**config.mk**
```make
export PLATFORM = sky130hd
export DESIGN_NAME = usb_fs_tx
export DESIGN_NICKNAME = d
export VERILOG_FILES = /design/src/rtl/usb_fs_tx.sv
export SDC_FILE = /design/constraint.sdc
export NUM_CORES = 1
export LEC_CHECK = 0
export CORE_MARGIN = 2
export CORE_UTILIZATION = 61
export CTS_CLUSTER_DIAMETER = 150
export DETAILED_ROUTE_END_ITERATION = 7
export PLACE_DENSITY = 0.84
export SLEW_MARGIN = 20
export SYNTH_ARGS = -nofsm -noshare
export SYNTH_HDL_FRONTEND = slang
export SYNTH_SLANG_ARGS = --single-unit
```
**constraint.sdc**
```tcl
create_clock -name clk -period 3.6 [get_ports clk]
set_input_delay 0.72 -clock clk [delete_from_list [all_inputs] [get_ports clk]]
set_output_delay 0.72 -clock clk [all_outputs]
set_load 0.005 [all_outputs]
```
**src/rtl/usb_fs_tx.sv**
```systemverilog
// Full-speed USB packet transmitter: byte stream in, SYNC + NRZI bit-stuffed
// data + EOP out on a tristate-able D+/D- pair.
module usb_fs_tx #(
  parameter int CLK_DIV = 4
) (
  input  logic       clk,
  input  logic       rst,
  input  logic [7:0] tx_data,
  input  logic       tx_valid,
  input  logic       tx_last,
  output logic       tx_ready,
  output logic       usb_dp,
  output logic       usb_dm,
  output logic       usb_oe,
  output logic       busy,
  output logic       tx_underrun
);

  typedef enum logic [2:0] {
    S_IDLE,
    S_SYNC,
    S_DATA,
    S_STUFF,
    S_EOP_SE0,
    S_EOP_J
  } state_t;

  localparam logic [5:0] CNT_MAX = 6'(CLK_DIV - 1);

  state_t     state_q, state_d;
  logic [5:0] cnt_q, cnt_d;
  logic [2:0] bit_idx_q, bit_idx_d;
  logic [7:0] shift_q, shift_d;
  logic       shift_last_q, shift_last_d;
  logic [7:0] hold_q, hold_d;
  logic       hold_full_q, hold_full_d;
  logic       hold_last_q, hold_last_d;
  logic       last_acc_q, last_acc_d;
  logic [2:0] ones_q, ones_d;
  logic       lvl_q, lvl_d;
  logic       dp_q, dp_d;
  logic       dm_q, dm_d;
  logic       eop_cnt_q, eop_cnt_d;

  logic       bit_stb;
  logic       accept;
  logic       advance;
  logic       emit;
  logic       tx_bit;
  logic [2:0] next_idx;

  always_comb begin
    state_d      = state_q;
    bit_idx_d    = bit_idx_q;
    shift_d      = shift_q;
    shift_last_d = shift_last_q;
    hold_d       = hold_q;
    hold_full_d  = hold_full_q;
    hold_last_d  = hold_last_q;
    last_acc_d   = last_acc_q;
    ones_d       = ones_q;
    lvl_d        = lvl_q;
    dp_d         = dp_q;
    dm_d         = dm_q;
    eop_cnt_d    = eop_cnt_q;
    advance      = 1'b0;
    emit         = 1'b0;
    tx_bit       = 1'b0;
    tx_underrun  = 1'b0;
    next_idx     = bit_idx_q + 3'd1;

    bit_stb  = (state_q != S_IDLE) && (cnt_q == CNT_MAX);
    // No new bytes once the packet end is known or while the EOP is on the line.
    tx_ready = !rst && !hold_full_q && !last_acc_q &&
               (state_q != S_EOP_SE0) && (state_q != S_EOP_J);
    accept   = tx_valid && tx_ready;
    cnt_d    = (state_q == S_IDLE || bit_stb) ? 6'd0 : cnt_q + 6'd1;

    if (accept) begin
      hold_d      = tx_data;
      hold_full_d = 1'b1;
      hold_last_d = tx_last;
      if (tx_last) last_acc_d = 1'b1;
    end

    case (state_q)
      S_IDLE: begin
        if (accept) begin
          state_d   = S_SYNC;
          bit_idx_d = 3'd0;
          emit      = 1'b1;
        end
      end
      S_SYNC: begin
        if (bit_stb) begin
          if (bit_idx_q != 3'd7) begin
            bit_idx_d = next_idx;
            emit      = 1'b1;
            tx_bit    = (bit_idx_q == 3'd6);
          end else begin
            advance = 1'b1;
          end
        end
      end
      S_DATA: begin
        if (bit_stb) begin
          if (ones_q == 3'd6) begin
            state_d = S_STUFF;
            emit    = 1'b1;
          end else begin
            advance = 1'b1;
          end
        end
      end
      S_STUFF: begin
        if (bit_stb) advance = 1'b1;
      end
      S_EOP_SE0: begin
        if (bit_stb) begin
          if (eop_cnt_q) begin
            state_d = S_EOP_J;
            dp_d    = 1'b1;
            dm_d    = 1'b0;
          end else begin
            eop_cnt_d = 1'b1;
          end
        end
      end
      S_EOP_J: begin
        if (bit_stb) begin
          state_d    = S_IDLE;
          last_acc_d = 1'b0;
          lvl_d      = 1'b1;
          ones_d     = 3'd0;
        end
      end
      default: state_d = S_IDLE;
    endcase

    // End of a bit slot: next data bit, next byte from hold, or packet end.
    if (advance) begin
      if (bit_idx_q != 3'd7) begin
        state_d   = S_DATA;
        bit_idx_d = next_idx;
        emit      = 1'b1;
        tx_bit    = shift_q[next_idx];
      end else if (hold_full_q) begin
        state_d      = S_DATA;
        shift_d      = hold_q;
        shift_last_d = hold_last_q;
        hold_full_d  = 1'b0;
        bit_idx_d    = 3'd0;
        emit         = 1'b1;
        tx_bit       = hold_q[0];
      end else begin
        state_d     = S_EOP_SE0;
        eop_cnt_d   = 1'b0;
        dp_d        = 1'b0;
        dm_d        = 1'b0;
        tx_underrun = !shift_last_q;
      end
    end

    if (emit) begin
      lvl_d  = tx_bit ? lvl_q : !lvl_q;
      dp_d   = lvl_d;
      dm_d   = !lvl_d;
      ones_d = tx_bit ? ones_q + 3'd1 : 3'd0;
    end
  end

  always_ff @(posedge clk) begin
    if (rst) begin
      state_q      <= S_IDLE;
      cnt_q        <= 6'd0;
      bit_idx_q    <= 3'd0;
      shift_q      <= 8'd0;
      shift_last_q <= 1'b0;
      hold_q       <= 8'd0;
      hold_full_q  <= 1'b0;
      hold_last_q  <= 1'b0;
      last_acc_q   <= 1'b0;
      ones_q       <= 3'd0;
      lvl_q        <= 1'b1;
      dp_q         <= 1'b1;
      dm_q         <= 1'b0;
      eop_cnt_q    <= 1'b0;
    end else begin
      state_q      <= state_d;
      cnt_q        <= cnt_d;
      bit_idx_q    <= bit_idx_d;
      shift_q      <= shift_d;
      shift_last_q <= shift_last_d;
      hold_q       <= hold_d;
      hold_full_q  <= hold_full_d;
      hold_last_q  <= hold_last_d;
      last_acc_q   <= last_acc_d;
      ones_q       <= ones_d;
      lvl_q        <= lvl_d;
      dp_q         <= dp_d;
      dm_q         <= dm_d;
      eop_cnt_q    <= eop_cnt_d;
    end
  end

  assign usb_dp = dp_q;
  assign usb_dm = dm_q;
  assign usb_oe = (state_q != S_IDLE);
  assign busy   = (state_q != S_IDLE);

endmodule

```
==> results.py, run 1 <==
metrics = {
    "critical_path": {
        "cp-end-kind": "output pin",
        "rrSetupSlack_ns": 1.06,
        "path_cells": "ha_1, ha_1, o21a_1, o21ai_1, nor2_2, nand2_1, nor2_1, clkdlybuf4s50_1",
        "critPathRequiredTime_ns": 2.88,
        "worst_r2r_path_depth": 9,
        "path_buf_inv": 1,
        "slowest_stage": "clkdlybuf4s50_1",
        "worstPathArrival_ns": 2.57,
        "critPathMaxStageDelay_ns": 0.51,
        "crit_fanout": 11,
        "r2r-end": "usb_dp$_SDFF_PP1_",
        "cp_common_cell": "ha_1",
        "critPathLaunchType": "flip-flop",
        "path_delay_family": "adder cells",
        "r2r-start": "bit_idx_q[0]$_SDFF_PP0_",
        "worstSetupPathType": "flip-flop to output pin",
    },
    "logic_synthesis": {
        "syn_area_per_cell_um2": 8.59,
        "synthCells": 229,
        "synthesis.area_um2": 1970,
        "synth_nets": 248,
        "yosysTopAreaCell": "dfxtp_1",
        "ys_types": 45,
        "seq_area_frac_synth_pct": 39.7,
        "ys_ff_latch": 39,
        "yosysWarnings": 0,
        "yosysTopAreaCellShare_pct": 39.7,
        "yosys-top-cells-area": "dfxtp_1 (40%), mux2i_1 (6.6%), nor2_1 (6.1%), nand2_1 (5.3%), ha_1 (4.5%)",
    },
    "power": {
        "p_per_area_nw_per_um2": 386,
        "combPwrFrac_pct": 10.1,
        "p_int_mw": 0.658,
        "p_sw_share_pct": 23.3,
        "cellLeakagePower_nw": 0.803,
        "p_total_mw": 0.859,
        "net-switching-power_mw": 0.200,
        "p_clk_share_pct": 36.0,
        "seqPwrFrac_pct": 53.9,
        "ir_drop_uv": 331,
    },
    "routing": {
        "wl_um": 3870,
        "drt-initial-drc-count": 114,
        "route.detailed.drc": 0,
        "viasPerCell": 5.63,
        "drt-wirelength-per-cell_um": 13.4,
        "num_vias": 1620,
        "ant_nets": 0,
        "dr.pass1.iters": 5,
    },
    "cells_and_area": {
        "final_common_cell": "dfxtp_1",
        "mostFrequentLayoutCells": "dfxtp_1 (39), nor2_1 (32), nand2_1 (28), clkdlybuf4s50_1 (17), mux2i_1 (13)",
        "syn_to_final_growth_pct": 13.0,
        "antenna_cells": 0,
        "fillers": 250,
        "drive_gt1_share_pct": 10.2,
        "layout.nets": 262,
        "final_util_pct": 72.8,
    },
    "clocking": {
        "clock_sinks": 39,
        "worstSkewPairLatency_ns": 0.36,
        "cts_resized": 0,
        "post-cts-setup-buffer-count": 0,
        "cts_root_buffer": "clkbuf_4",
        "clk_pin_slew_ns": 0.12,
        "tritoncts": "built",
        "clockBufferDepth": 2,
        "cts_buffers": 5,
        "cts.hold.buffers_added": 0,
        "htree_num_levels": 2,
    },
    "global_routing": {
        "track_usage_pct": 24.3,
        "grt_pass1_wl_um": 6580,
        "grt_pass1_vias": 1443,
        "antenna_found_initial": 0,
        "overflow": 0,
        "grt_max_degree": 20,
    },
    "sta": {
        "period_needed_ns": 3.29,
        "worstMarginPinSlew_ns": 0.460,
        "setup_tns_ns": 0,
        "maxSlewHeadroom_pct": 69.1,
        "hold_viol": 0,
        "period_share_pct": 91.5,
        "max_freq_mhz": 304,
        "rsz0062_at_grt": "false",
        "fin_skew_ns": 0.00990,
        "setup_viol_count_final": 0,
        "timing.final.max_slew_violations": 0,
    },
    "min_path": {
        "hold_depth": 1,
        "min_path_type": "flip-flop to flip-flop",
        "worstHoldStart": "cnt_q[0]$_SDFF_PP0_",
        "min_to": "cnt_q[0]$_SDFF_PP0_",
    },
    "die": {
        "io_pins": 18,
        "die-area_um2": 3690,
        "fp.coreArea_um2": 3050,
        "start_util_pct": 64.4,
        "die_y_um": 60.8,
        "rows": 20,
        "die_w_um": 60.8,
    },
    "run_status": {
        "status": "complete, no violations",
    },
    "place": {
        "gp_congestion": 0.979,
        "io_buffers": 17,
        "hpwl_um": 2740,
    },
    "run": {
        "maxCapViolCount": 0,
    },
}
## routing by layer
| layer | vias up | routed length [µm] | part of all wire (%) | GRT usage [%] |
|---|---|---|---|---|
| met3 | 7 | 249 | 6.4 | 8.10 |
| met2 | 54 | 1780 | 46 | 35.8 |
| li1 | 823 | - | - | - |
| met4 | 0 | 55 | 1.4 | 8.70 |
| met5 | - | 0 | 0 | 0 |
| met1 | 736 | 1780 | 46 | 33.4 |
## cell usage after synthesis (all sizes together)
| cell type | number |
|---|---|
| dfxtp | 39 |
| nor2 | 34 |
| nand2 | 28 |
| o21ai | 14 |
| mux2i | 13 |
| a21oi | 10 |
| nor3 | 8 |
| ha | 7 |
| inv | 7 |
| buf | 6 |
| clkbuf | 6 |
| nand3 | 6 |
| o21a | 5 |
| and3 | 4 |
| nand3b | 4 |
| nor4 | 4 |
| nor2b | 3 |
| nor3b | 3 |
| or3 | 3 |
| a21boi | 2 |
| a2bb2oi | 2 |
| mux4 | 2 |
| o211ai | 2 |
| or2 | 2 |
| xnor2 | 2 |
| xor2 | 2 |
| a211oi | 1 |
| a31oi | 1 |
| and4b | 1 |
| nand2b | 1 |
| nand4 | 1 |
| nor4b | 1 |
| o2111ai | 1 |
| o22ai | 1 |
| o311ai | 1 |
| or3b | 1 |
| or4b | 1 |
## worst reg2reg max path, stage by stage, from the launching register on
cell and delay [ns]:
dfxtp_1 0.40, ha_1 0.19, inv_1 0.05, ha_1 0.35
mux4_2 0.52, mux2i_1 0.16, o21a_1 0.16, o21ai_1 0.16
or3_1 0.40, nand4_1 0.09
## cell families (layout without fill, tap and decap cells)
group,count (synthesis),in the layout,synth area share (%)
adder cells (fa/ha/maj),7,7,4.45
multiplexers,15,15,8.91
AND/OR/NAND/NOR,105,105,27.0
AO/OA/AOI/OAI,40,40,13.3
XOR/XNOR,4,4,1.78
flip-flops,39,39,39.7
buffers and inverters,19,34,4.90
## state kept, by name, indices dropped and copies added (netlist names), 3 cells and up
register	cells
hold_q	8
shift_q	8
cnt_q	6
bit_idx_q	3
ones_q	3
state_q	3
## power groups by stage
stage	clock network, mW	registers [mW]	logic [mW]
2_1_floorplan	0	0.467	0.0576
3_3_place_gp	0	0.472	0.0846
3_5_place_dp	0	0.473	0.0856
4_1_cts	0.316	0.463	0.0862
5_1_grt	0.338	0.466	0.0964
6_report	0.309	0.463	0.0864
## cell type report
type,count,area [µm²],area share [%]
Multi-Input combinational cell,171,1090,49.0
Sequential cell,39,781,35.1
Timing Repair Buffer,19,185,8.33
Tap cell,44,55.1,2.48
Clock buffer,6,51.3,2.31
Clock inverter,2,35.0,1.58
Inverter,7,26.3,1.18
## how the worst max path moves through the flow
stage                            start                end  slack, ns  cells past startpoint
6_report       bit_idx_q[0]$_SDFF_PP0_        tx_underrun       0.31                      8
5_1_grt         ones_q[0]$_SDFFE_PP0P_        tx_underrun       0.04                      8
4_1_cts         ones_q[0]$_SDFFE_PP0P_        tx_underrun       0.30                      8
3_5_place_dp                       rst           tx_ready       0.62                      3
3_3_place_gp                       rst           tx_ready       0.69                      3
2_1_floorplan  bit_idx_q[0]$_SDFF_PP0_  usb_dp$_SDFF_PP1_       1.34                      9
## stage by stage
| stage | setup WS [ns] | instance area (µm²) | std cells | hold slack, ns |
|---|---|---|---|---|
| 2_1_floorplan | 1.34 | 1970 | 229 | 0.418 |
| 3_3_place_gp | 0.685 | 2140 | 280 | 0.430 |
| 3_5_place_dp | 0.622 | 2140 | 280 | 0.442 |
| 4_1_cts | 0.301 | 2220 | 288 | 0.468 |
| 5_1_grt | 0.0383 | 2220 | 288 | 0.487 |
| 6_report | 0.307 | 2220 | 288 | 0.464 |
Note: power is estimated with default switching activity, not from simulation.
==> run 2, diff against run 1 <==
--- a/config.mk
+++ b/config.mk
@@ -5,6 +5,7 @@
 export SDC_FILE = /design/constraint.sdc
 export NUM_CORES = 1
 export LEC_CHECK = 0
+export CAP_MARGIN = 40
 export CORE_MARGIN = 2
 export CORE_UTILIZATION = 61
 export CTS_CLUSTER_DIAMETER = 150
==> results of run 2 <==
Same layout as run 1: the final DEF is identical, and so are final timing and power.
